## config.mk

```make
export PLATFORM = sky130hd
export DESIGN_NAME = ram_key_arbiter
export DESIGN_NICKNAME = d
export VERILOG_FILES = /design/src/rtl/ram_key_arbiter.sv
export SDC_FILE = /design/constraint.sdc
export NUM_CORES = 1
export LEC_CHECK = 0
export BUFFER_PORTS_ARGS = -buffer_cell sky130_fd_sc_hd__buf_2
export CORE_AREA = 2 2 127 129
export DETAILED_ROUTE_END_ITERATION = 10
export DIE_AREA = 0 0 129 131
export PLACE_DENSITY = 0.79
export SETUP_SLACK_MARGIN = 0.15
export SYNTH_ARGS = -nofsm -noshare
export SYNTH_HDL_FRONTEND = slang
export SYNTH_SLANG_ARGS = --single-unit
```

## constraint.sdc

```tcl
create_clock -name clk -period 2.8 [get_ports clk]
set_input_delay 0.28 -clock clk [delete_from_list [all_inputs] [get_ports clk]]
set_output_delay 0.28 -clock clk [all_outputs]
set_load 0.01 [all_outputs]
```

## src/rtl/ram_key_arbiter.sv

```systemverilog
// Data RAM arbiter: CPU port has priority, key writes buffered and drained on idle cycles.
// Optional store-to-load forwarding from the key FIFO when RAM_KEY_ARB_FWD_EN is defined.
module ram_key_arbiter #(
  parameter int FIFO_LOG2    = 2,
  parameter int STARVE_LIMIT = 8
) (
  input  logic                 clk,
  input  logic                 rst_n,
  input  logic [11:0]          cpu_addr,
  input  logic                 cpu_re,
  input  logic                 cpu_we,
  input  logic [31:0]          cpu_wdata,
  output logic [31:0]          cpu_rdata,
  output logic                 cpu_stall,
  input  logic                 key_valid,
  input  logic [11:0]          key_addr,
  input  logic [31:0]          key_wdata,
  output logic                 key_ready,
  output logic [FIFO_LOG2:0]   key_pending,
  output logic                 key_overflow,
  input  logic                 ovf_clr,
  output logic [11:0]          ram_addr,
  output logic                 ram_write_enable,
  output logic [31:0]          ram_write_data,
  input  logic [31:0]          ram_read_data
);

  localparam int DEPTH = 1 << FIFO_LOG2;
  localparam int CW    = $clog2(STARVE_LIMIT) + 1;
  localparam logic [FIFO_LOG2:0] FULL = (FIFO_LOG2+1)'(DEPTH);
  localparam logic [FIFO_LOG2:0] ONE  = (FIFO_LOG2+1)'(1);
  localparam logic [CW-1:0]      LIM1 = CW'(STARVE_LIMIT - 1);
  localparam logic [CW-1:0]      CONE = CW'(1);

  typedef enum logic [1:0] {
    S_IDLE,
    S_WAIT,
    S_FORCE
  } state_t;

  logic [11:0]          fa [DEPTH];
  logic [31:0]          fd [DEPTH];
  logic [FIFO_LOG2-1:0] head, tail;
  logic [FIFO_LOG2:0]   count, count_nx;
  logic [CW-1:0]        starve, starve_nx;
  state_t               state, state_nx;
  logic                 push, pop, grant, nonempty;

  assign nonempty = count != '0;
  assign grant    = nonempty & ((state == S_FORCE) | (!cpu_re & !cpu_we));
  assign push     = key_valid & key_ready;
  assign pop      = grant;

  always_comb begin
    count_nx = count;
    if (push && !pop)
      count_nx = count + ONE;
    else if (!push && pop)
      count_nx = count - ONE;
  end

  always_ff @(posedge clk) begin
    if (push) begin
      fa[tail] <= key_addr;
      fd[tail] <= key_wdata;
    end
  end

  always_ff @(posedge clk or negedge rst_n) begin
    if (!rst_n) begin
      head         <= '0;
      tail         <= '0;
      count        <= '0;
      key_ready    <= 1'b0;
      key_overflow <= 1'b0;
      starve       <= '0;
      state        <= S_IDLE;
    end else begin
      if (push) tail <= tail + 1'b1;
      if (pop)  head <= head + 1'b1;
      count     <= count_nx;
      key_ready <= count_nx != FULL;
      if (key_valid && !key_ready)
        key_overflow <= 1'b1;
      else if (ovf_clr)
        key_overflow <= 1'b0;
      starve <= starve_nx;
      state  <= state_nx;
    end
  end

  always_comb begin
    state_nx  = state;
    starve_nx = starve;
    unique case (state)
      S_IDLE: begin
        starve_nx = '0;
        if (count_nx != '0) state_nx = S_WAIT;
      end
      S_WAIT: begin
        if (grant) begin
          starve_nx = '0;
        end else if (nonempty) begin
          starve_nx = starve + CONE;
          if (starve_nx == LIM1) state_nx = S_FORCE;
        end
        if (count_nx == '0) begin
          starve_nx = '0;
          state_nx  = S_IDLE;
        end
      end
      S_FORCE: begin
        starve_nx = '0;
        state_nx  = (count_nx != '0) ? S_WAIT : S_IDLE;
      end
      default: begin
        starve_nx = '0;
        state_nx  = S_IDLE;
      end
    endcase
  end

  assign key_pending      = count;
  assign cpu_stall        = state == S_FORCE;
  assign ram_addr         = grant ? fa[head] : cpu_addr;
  assign ram_write_data   = grant ? fd[head] : cpu_wdata;
  assign ram_write_enable = rst_n & (grant | cpu_we);

`ifdef RAM_KEY_ARB_FWD_EN
  logic [FIFO_LOG2-1:0] idx;
`endif

  always_comb begin
    cpu_rdata = ram_read_data;
`ifdef RAM_KEY_ARB_FWD_EN
    idx = head;
    // oldest to youngest, so the last match is the youngest entry
    if (cpu_re && !grant) begin
      for (int i = 0; i < DEPTH; i++) begin
        idx = head + FIFO_LOG2'(i);
        if (((FIFO_LOG2+1)'(i) < count) &&
            (fa[idx][11:2] == cpu_addr[11:2]))
          cpu_rdata = fd[idx];
      end
    end
`endif
    if (state == S_FORCE) cpu_rdata = '0;
  end

endmodule

```

==> summary.md, run 1 <==
| Metric | Value |
|---|---|
| Req. time, crit path | `2520 ps` |
| Maxcap violations | `0` |
| Initial Util | `51.6%` |
| Yosys warns | `0` |
| Fraction of layout instances using a drive strength above 1 | `42.8%` |
| Worst-case reg-to-reg path depth | `6` |
| Area Overhead vs Synth | `25.6%` |
| CORE AREA | `15600 um^2` |
| Final worst-path cycle share | `90.6%` |
| DPL Wire Length | `11300 um` |
| Die width | `129 um` |
| Crit-path cells | `inv_1 -> ha_1 -> nor2b_2 -> nor2_4 -> clkbuf_16 -> nand2_1 -> nand2_1 -> buf_2` |
| R2r setup slk | `450 ps` |
| Final Critical Period | `2540 ps` |
| Mapped cell area | `8050 um^2` |
| Post-route ant nets | `0` |
| R2r endpoint | `starve[2]` |
| # DRC | `0` |
| Chip height | `131 um` |
| Clock Path Buffers | `2` |
| Clock-pin slew on the worst setup and hold paths | `60 ps` |
| Worst clock skew | `6.14 ps` |
| Critical path's slowest cell | `dfrtp_1` |
| Slew @ Worst Pin | `754 ps` |
| Primary FF master, synth | `edfxtp_1` |
| WHS Endpoint | `key_overflow` |
| Distinct cell type count after synthesis | `35` |
| Port-buffer cells | `208` |
| Die ar. | `16900 um^2` |
| Initial antenna violation count | `0` |
| Clock Sinks | `191` |
| Gate Count Post-Synth | `504` |
| CTS buffer count | `17` |
| CTS tree | `done` |
| N_diodes | `0` |
| Seq/Total Area, Yosys | `70.3%` |
| Initial DRT Pass Iterations | `5` |
| Finished Cell Area | `10100 um^2` |
| Fillcell total | `1104` |
| Vias per std cell | `5.26` |
| Gr ovfl total | `0` |
| CTS root buf | `clkbuf_16` |
| Total track usage | `21.0%` |
| Global-route wire length before repair | `26100 um` |
| Peak VDD IR | `594 uV` |
| Vias in the first global route | `5009` |
| Critical path peak fanout | `23` |
| EDFF count, synth | `176` |
| CP Capture Type | `output pin` |
| Pins Over Slew Limit | `0` |
| Fin. Hold Viols | `0` |
| I/O Pins | `209` |
| Setup TNS | `0 ps` |
| Syn Nets | `639` |
| Post-synthesis async set-or-reset flop share | `7.85%` |
| Outcome | `finished clean` |
| Max-slew headroom | `49.5%` |
| Largest net degree at the start of global routing | `47` |
| Hold Startpoint | `ovf_clr` |
| GPL Wtd Cong | `0.785` |
| # setup viols final | `0` |
| Routed wire length | `17600 um` |
| Fmax | `394 MHz` |
| Routed len/inst | `18.4 um` |
| DRT iter0 DRCs | `308` |
| Post-Route Utilization | `64.8%` |
| Crit path largest cell delay | `470 ps` |
| Most used cell along the critical path | `nand2_1` |
| Path category of the worst min-delay check | `in2reg` |
| #FFs+latches synth | `191` |
| Crit path DAT | `2260 ps` |
| # nets final | `862` |
| Power per cell area | `894 nW/um^2` |
| Leak | `4.06 nW` |
| R2r startpoint | `state[1]` |
| Placed inst area | `9420 um^2` |
| Clk_lat worst skew | `420 ps` |
| Site Rows | `46` |
| RSZ-0062 raised after global routing | `false` |
| Startpoint Class | `flop` |
| H-tree depth | `4` |
| Crit Path Category | `reg2out` |
| Hold Path Depth | `2` |
| Total number of vias | `5016` |
| Syn avg cell area | `16.0 um^2` |
critical path, delay by kind of cell, from the launching register on:
| family | cells | cell delay, ps |
|---|---|---|
| adder cells (fa/ha/maj) | 1 | 240 |
| AND/OR/NAND/NOR | 4 | 580 |
| buffers and inverters | 3 | 530 |
| flip-flops | 1 | 470 |
cell usage in the layout (no fill, tap or decap), drive strengths merged, types with 4 or more instances in the layout:
cell / count
mux4: 44
clkinv: 8
ha: 9
xnor2: 7
and3: 5
dfrtp: 15
o21ai: 7
buf: 225
edfxtp: 176
nor2b: 36
nor2: 4
clkbuf: 19
inv: 9
nand2: 143
a21oi: 5
logic make-up (layout without fill, tap and decap cells):
group | count (synthesis) | in the layout | synth area share (%)
AND/OR/NAND/NOR | 196 | 197 | 10.8
flip-flops | 191 | 191 | 70.3
multiplexers | 47 | 47 | 12.7
buffers and inverters | 34 | 266 | 1.86
AO/OA/AOI/OAI | 18 | 19 | 1.74
adder cells (fa/ha/maj) | 11 | 11 | 1.65
XOR/XNOR | 7 | 7 | 0.948
routing by layer:
layer	GRT usage [%]	up-vias	wire length (um)	part of all wire (%)
met3	4.89	13	1280	7.3
met2	37.5	243	9040	51
li1	-	2306	-	-
met4	6.39	0	204	1.2
met1	25.8	2454	7040	40
met5	0	-	0	0
stage by stage:
stage | worst slack (ps) | hold slack (ps) | total power [mW] | std cells
floorplan | 665 | -15.6 | 5.81 | 504
global placement | 478 | 218 | 6.63 | 914
detailed placement | 324 | 218 | 6.73 | 914
CTS | 152 | 47.3 | 9.10 | 947
global route | 141 | 55.7 | 9.50 | 954
finish | 263 | 64.9 | 9.04 | 954
sequential cells by signal, indices dropped and copies added, names as in the netlist:
register	flops
fa	48
fd	128
head	2
key_overflow	1
key_pending	3
key_ready	1
starve	4
state	2
tail	2
timing repair:
item	CTS	global route
gates resized for setup	2	2
endpoints found under the setup margin	45	40
hold buffers	1	0
endpoints found under the hold margin	15	0
setup buffers	0	6
gates cloned	2	1
pin swaps	1	0
where the power goes:
part	internal (mW)	switching, mW	total [mW]
Sequential	3.73	0.298	4.03
Clock	1.39	0.966	2.35
Combinational	1.30	1.36	2.66
Yosys cell counts (2+ instances only):
cell,instances,share of area (%)
a21oi_1,5,0.31
nor2b_1,34,2.6
mux2i_1,2,0.25
inv_1,9,0.42
edfxtp_1,176,66
maj3_1,2,0.25
buf_2,12,0.75
xnor2_2,2,0.40
nor3_1,3,0.19
o21a_1,2,0.19
and3_1,5,0.39
dfrtp_1,15,4.7
xnor2_1,5,0.54
clkbuf_1,8,0.37
nor2_1,3,0.14
ha_1,9,1.4
o21ai_0,5,0.31
buf_1,4,0.19
mux4_2,44,12
nand2b_1,2,0.16
nand2_1,143,6.7
area by class of cell:
cell class / instances / area [um^2] / area share [%]
Timing Repair Buffer: 227 / 1290 / 12.8
Tap cell: 216 / 270 / 2.67
Clock buffer: 18 / 429 / 4.24
Multi-Input combinational cell: 281 / 2280 / 22.5
Sequential cell: 191 / 5670 / 56.0
Inverter: 9 / 33.8 / 0.334
Clock inverter: 12 / 146 / 1.45
worst max-delay path by stage:
stage                               from                 end  slack (ps)  cells after the start
final                     key_pending[0]  ram_write_data[27]         260                      8
after global routing      key_pending[0]  ram_write_data[11]         140                      8
after CTS                 key_pending[0]         ram_addr[9]         150                      8
after detailed placement        state[1]           starve[2]         320                      5
after global placement          state[1]         ram_addr[9]         480                      6
after floorplan                  tail[0]            fa[0][0]         670                      3
Power figures use the tool's default switching activity.
==> inputs of run 2 (changes only) <==
Settings changed: ABC_AREA set to 1, CORE_AREA 2 2 127 129 to 2 2 128 130, DIE_AREA 0 0 129 131 to 0 0 130 132.
==> summary.md, run 2 <==
| Metric | Value |
|---|---|
| Outcome | `finished clean` |
| Main combinational cell family by area after synthesis | `simple AND/OR/NAND/NOR gates` |
| Post-synthesis async set-or-reset flop share | `7.85% (unchanged)` |
| Clk pwr share | `25.6% (-0.4 points)` |
| # nets final | `1081 (+25%)` |
| Gate Count Post-Synth | `742 (+47%)` |
| Hold Startpoint | `ovf_clr` |
| Fmax | `406 MHz (+2.9%)` |
| Dpl ws | `629 ps (+305 ps)` |
| List of most frequent post-synthesis cells | `261 x nor2_1, 176 x edfxtp_1, 78 x o21ai_0, 49 x inv_1, 44 x a31oi_1` |
| Critical Path Source | `key_pending[0]` |
| Part of the power in registers | `41.4% (-3.2 points)` |
| Port-buffer cells | `208 (unchanged)` |
| Fraction of the mapped netlist area in compound gates | `9.41% (+7.7 points)` |
| Clock-pin slew on the worst setup and hold paths | `60 ps (about the same)` |
| Post-route ant nets | `0 (unchanged)` |
| Power per cell area | `922 nW/um^2 (+3.2%)` |
| Crit Path Category | `reg2out` |
| CP Capture Type | `output pin` |
| Logic pwr share | `33.0% (+3.6 points)` |
| Tot Pwr | `9.40 mW (+4.0%)` |
| Chip height | `132 um (+0.76%)` |
| Final worst-path cycle share | `88.0% (-2.6 points)` |
| CORE AREA | `15700 um^2 (+0.74%)` |
| # DRC | `0 (unchanged)` |
| GPL Wtd Cong | `0.782 (-0.33%)` |
| Clock Path Buffers | `2 (unchanged)` |
| Die ar. | `17200 um^2 (+1.5%)` |
| Worst clock skew | `7.56 ps (+1.43 ps)` |
| DRT iter0 DRCs | `484 (+57%)` |
| Initial DRT Pass Iterations | `5 (unchanged)` |
| Path category of the worst min-delay check | `in2reg` |
| Startpoint Class | `flop` |
| Total number of vias | `6089 (+21%)` |
| Fraction of layout instances using a drive strength above 1 | `29.9% (-13 points)` |
| Final worst setup slack | `335 ps (+71.5 ps)` |
| Gr ovfl total | `0 (unchanged)` |
| Fillcell total | `1169 (+5.9%)` |
| Synth Area in Adders | `1.37% (-0.27 points)` |
| DPL Wire Length | `11400 um (+0.82%)` |
| Largest regs | `fd x128, fa x48, starve x4` |
| Initial Util | `52.2% (+0.57 points)` |
| Clock Sinks | `191 (unchanged)` |
| #FFs+latches synth | `191 (unchanged)` |
| Mapped cell area | `8200 um^2 (+1.8%)` |
| Count leader, synth | `nor2_1` |
| CTS buffer count | `17 (unchanged)` |
| Max reg flops | `128 (unchanged)` |
| EDFF count, synth | `176 (unchanged)` |
| Switch share | `34.3% (+5.3 points)` |
| RSZ-0062 raised after global routing | `false` |
| Seq/Total Area, Yosys | `69.0% (-1.3 points)` |
| Maxcap violations | `0 (unchanged)` |
| I/O Pins | `209 (unchanged)` |
| H-tree depth | `4 (unchanged)` |
| Pins Over Slew Limit | `0 (unchanged)` |
| Most common cell after layout, fill and taps aside | `nor2_1` |
| Yosys warns | `0 (unchanged)` |
| Die width | `130 um (+0.78%)` |
| CTS tree | `done` |
| Initial antenna violation count | `4 (+4)` |
| Max-slew headroom | `41.8% (-7.8 points)` |
| Largest cells by area after synthesis | `edfxtp_1 64%, nor2_1 12%, o21ai_0 4.8%` |
| XOR/XNOR Fraction of Synth Area | `0.641% (-0.31 points)` |
| Syn Nets | `877 (+37%)` |
| # setup viols final | `0 (unchanged)` |
| Crit path DAT | `2190 ps (-70 ps)` |
| Vias in the first global route | `5765 (+15%)` |
| R2r startpoint | `key_ready` |
| Final Critical Period | `2470 ps (-71.5 ps)` |
| Simple logic cell fraction of the synthesized area | `14.7% (+3.9 points)` |
| Distinct cell type count after synthesis | `28 (-20%)` |
| Net Sw Power | `3.23 mW (+23%)` |
| Internal Pwr Total | `6.17 mW (-3.8%)` |
| Routed wire length | `18100 um (+3.0%)` |
| Site Rows | `46 (unchanged)` |
| Req. time, crit path | `2520 ps (about the same)` |
| Multiplexer share of the synthesized area | `0% (-13 points)` |
| Critical path peak fanout | `35 (+52%)` |
| Most frequent cells in the layout | `257 x nor2_1, 208 x buf_2, 176 x edfxtp_1, 78 x o21ai_0, 49 x inv_1` |
| Cell taking the most area after synthesis | `edfxtp_1` |
| Slew @ Worst Pin | `872 ps (+119 ps)` |
| Vias per std cell | `5.17 (-1.6%)` |
| CTS root buf | `clkbuf_16` |
| Post-CTS Setup Bufs | `0 (unchanged)` |
| Global-route wire length before repair | `27200 um (+4.0%)` |
| Clk_lat worst skew | `430 ps (about the same)` |
| Leak | `4.11 nW (+1.4%)` |
| Largest net degree at the start of global routing | `90 (+91%)` |
| Total track usage | `20.7% (-0.32 points)` |
| Primary FF master, synth | `edfxtp_1` |
| Routed len/inst | `15.4 um (-16%)` |
| Synth top area share | `64.4% (-1.2 points)` |
| Fin cells | `1177 (+23%)` |
| Syn avg cell area | `11.1 um^2 (-31%)` |
| Area Overhead vs Synth | `24.3%` |
| Fin. Hold Viols | `0 (unchanged)` |
| Most flops, register | `fd` |
| Peak VDD IR | `487 uV (-18%)` |
| Cells after DPL | `1141 (+25%)` |
==> run 2: cell count changes in the layout (fill, tap and decap cells not counted), moves of 5 or more <==
cell / change
o21ai_0: +73
nor2b_1: -33
mux4_2: -44
inv_1: +40
nand2_4: +5
nor2_2: +6
a31oi_1: +44
nor2_1: +255
nand2_2: +5
inv_2: +7
nand2_1: -131
o21ai_1: +13
==> run 2: stage by stage <==
stage          area (um^2)  TNS, ps  util, %  hold WS (ps)
6_report             10200        0     64.9          37.2
3_3_place_gp          9550        0     60.8           209
2_1_floorplan         8210   -12290        -         -15.6
5_1_grt              10200        0     64.8          23.1
4_1_cts              10100        0     64.6          25.4
3_5_place_dp          9550        0     60.8           214
==> run 2: cell families after synthesis <==
| family | Yosys count |
|---|---|
| xor gates and xnor gates | 6 |
| and+or+nand+nor | 297 |
| adders and majority gates | 9 |
| AOI/OAI and AO/OA | 142 |
| DFF | 191 |
| buffers and inverters | 97 |
==> run 2: worst max-delay path, cell delays in order (launching register included) <==
cell and delay, ps:
dfrtp_1 400, inv_1 90, ha_1 230, nand2_4 100, nand2_4 90, inv_4 230
buf_16 220, nor2_1 60, a31oi_1 140, buf_2 150
==> run 2: path summary, 6_finish.rpt <==
kind / to / slack [ps] / cells past startpoint
min in group asynchronous: state[0] / 290 / 2
max in group asynchronous: head[0] / 2210 / 2
setup / recovery: ram_write_data[1] / 330 / 9
setup reg to reg: fd[2][27] / 950 / 3
hold reg to reg: key_overflow / 500 / 1
hold / removal: key_overflow / 40 / 2
==> run 2: metal layers <==
layer	vias to the layer above	GRT usage [%]	part of all wire (%)	wire, um
met2	299	34.4	48	8760
met1	2810	24.5	40	7320
met3	36	6.62	8.9	1600
met5	-	0	0.055	10
li1	2942	-	-	-
met4	2	9.26	2.2	397
==> run 2: area by class of cell <==
cell class | count | area [um^2] | share of cell area, %
clock buffer | 19 | 433 | 4.25
sequential | 191 | 5660 | 55.6
antenna | 3 | 7.51 | 0.0737
tap | 216 | 270 | 2.65
clock inverter | 12 | 159 | 1.56
timing repair buffer | 225 | 1270 | 12.5
inverter | 57 | 216 | 2.12
multi-input combinational | 454 | 2170 | 21.3
==> run 2: power groups by stage <==
| stage | Sequential [mW] | Clock (mW) | Combinational (mW) |
|---|---|---|---|
| global placement | 3.92 | 0 | 3.03 |
| floorplan | 3.93 | 0 | 2.05 |
| global route | 3.94 | 2.54 | 3.44 |
| detailed placement | 3.95 | 0 | 3.08 |
| CTS | 3.89 | 2.42 | 3.10 |
| finish | 3.89 | 2.40 | 3.10 |
==> run 2: repair_timing <==
item                                   in CTS  in global routing
hold buffers                                1                  0
endpoints found under the hold margin      15                  0
setup endpoints to repair                   0                 35
resized for setup                           0                  3
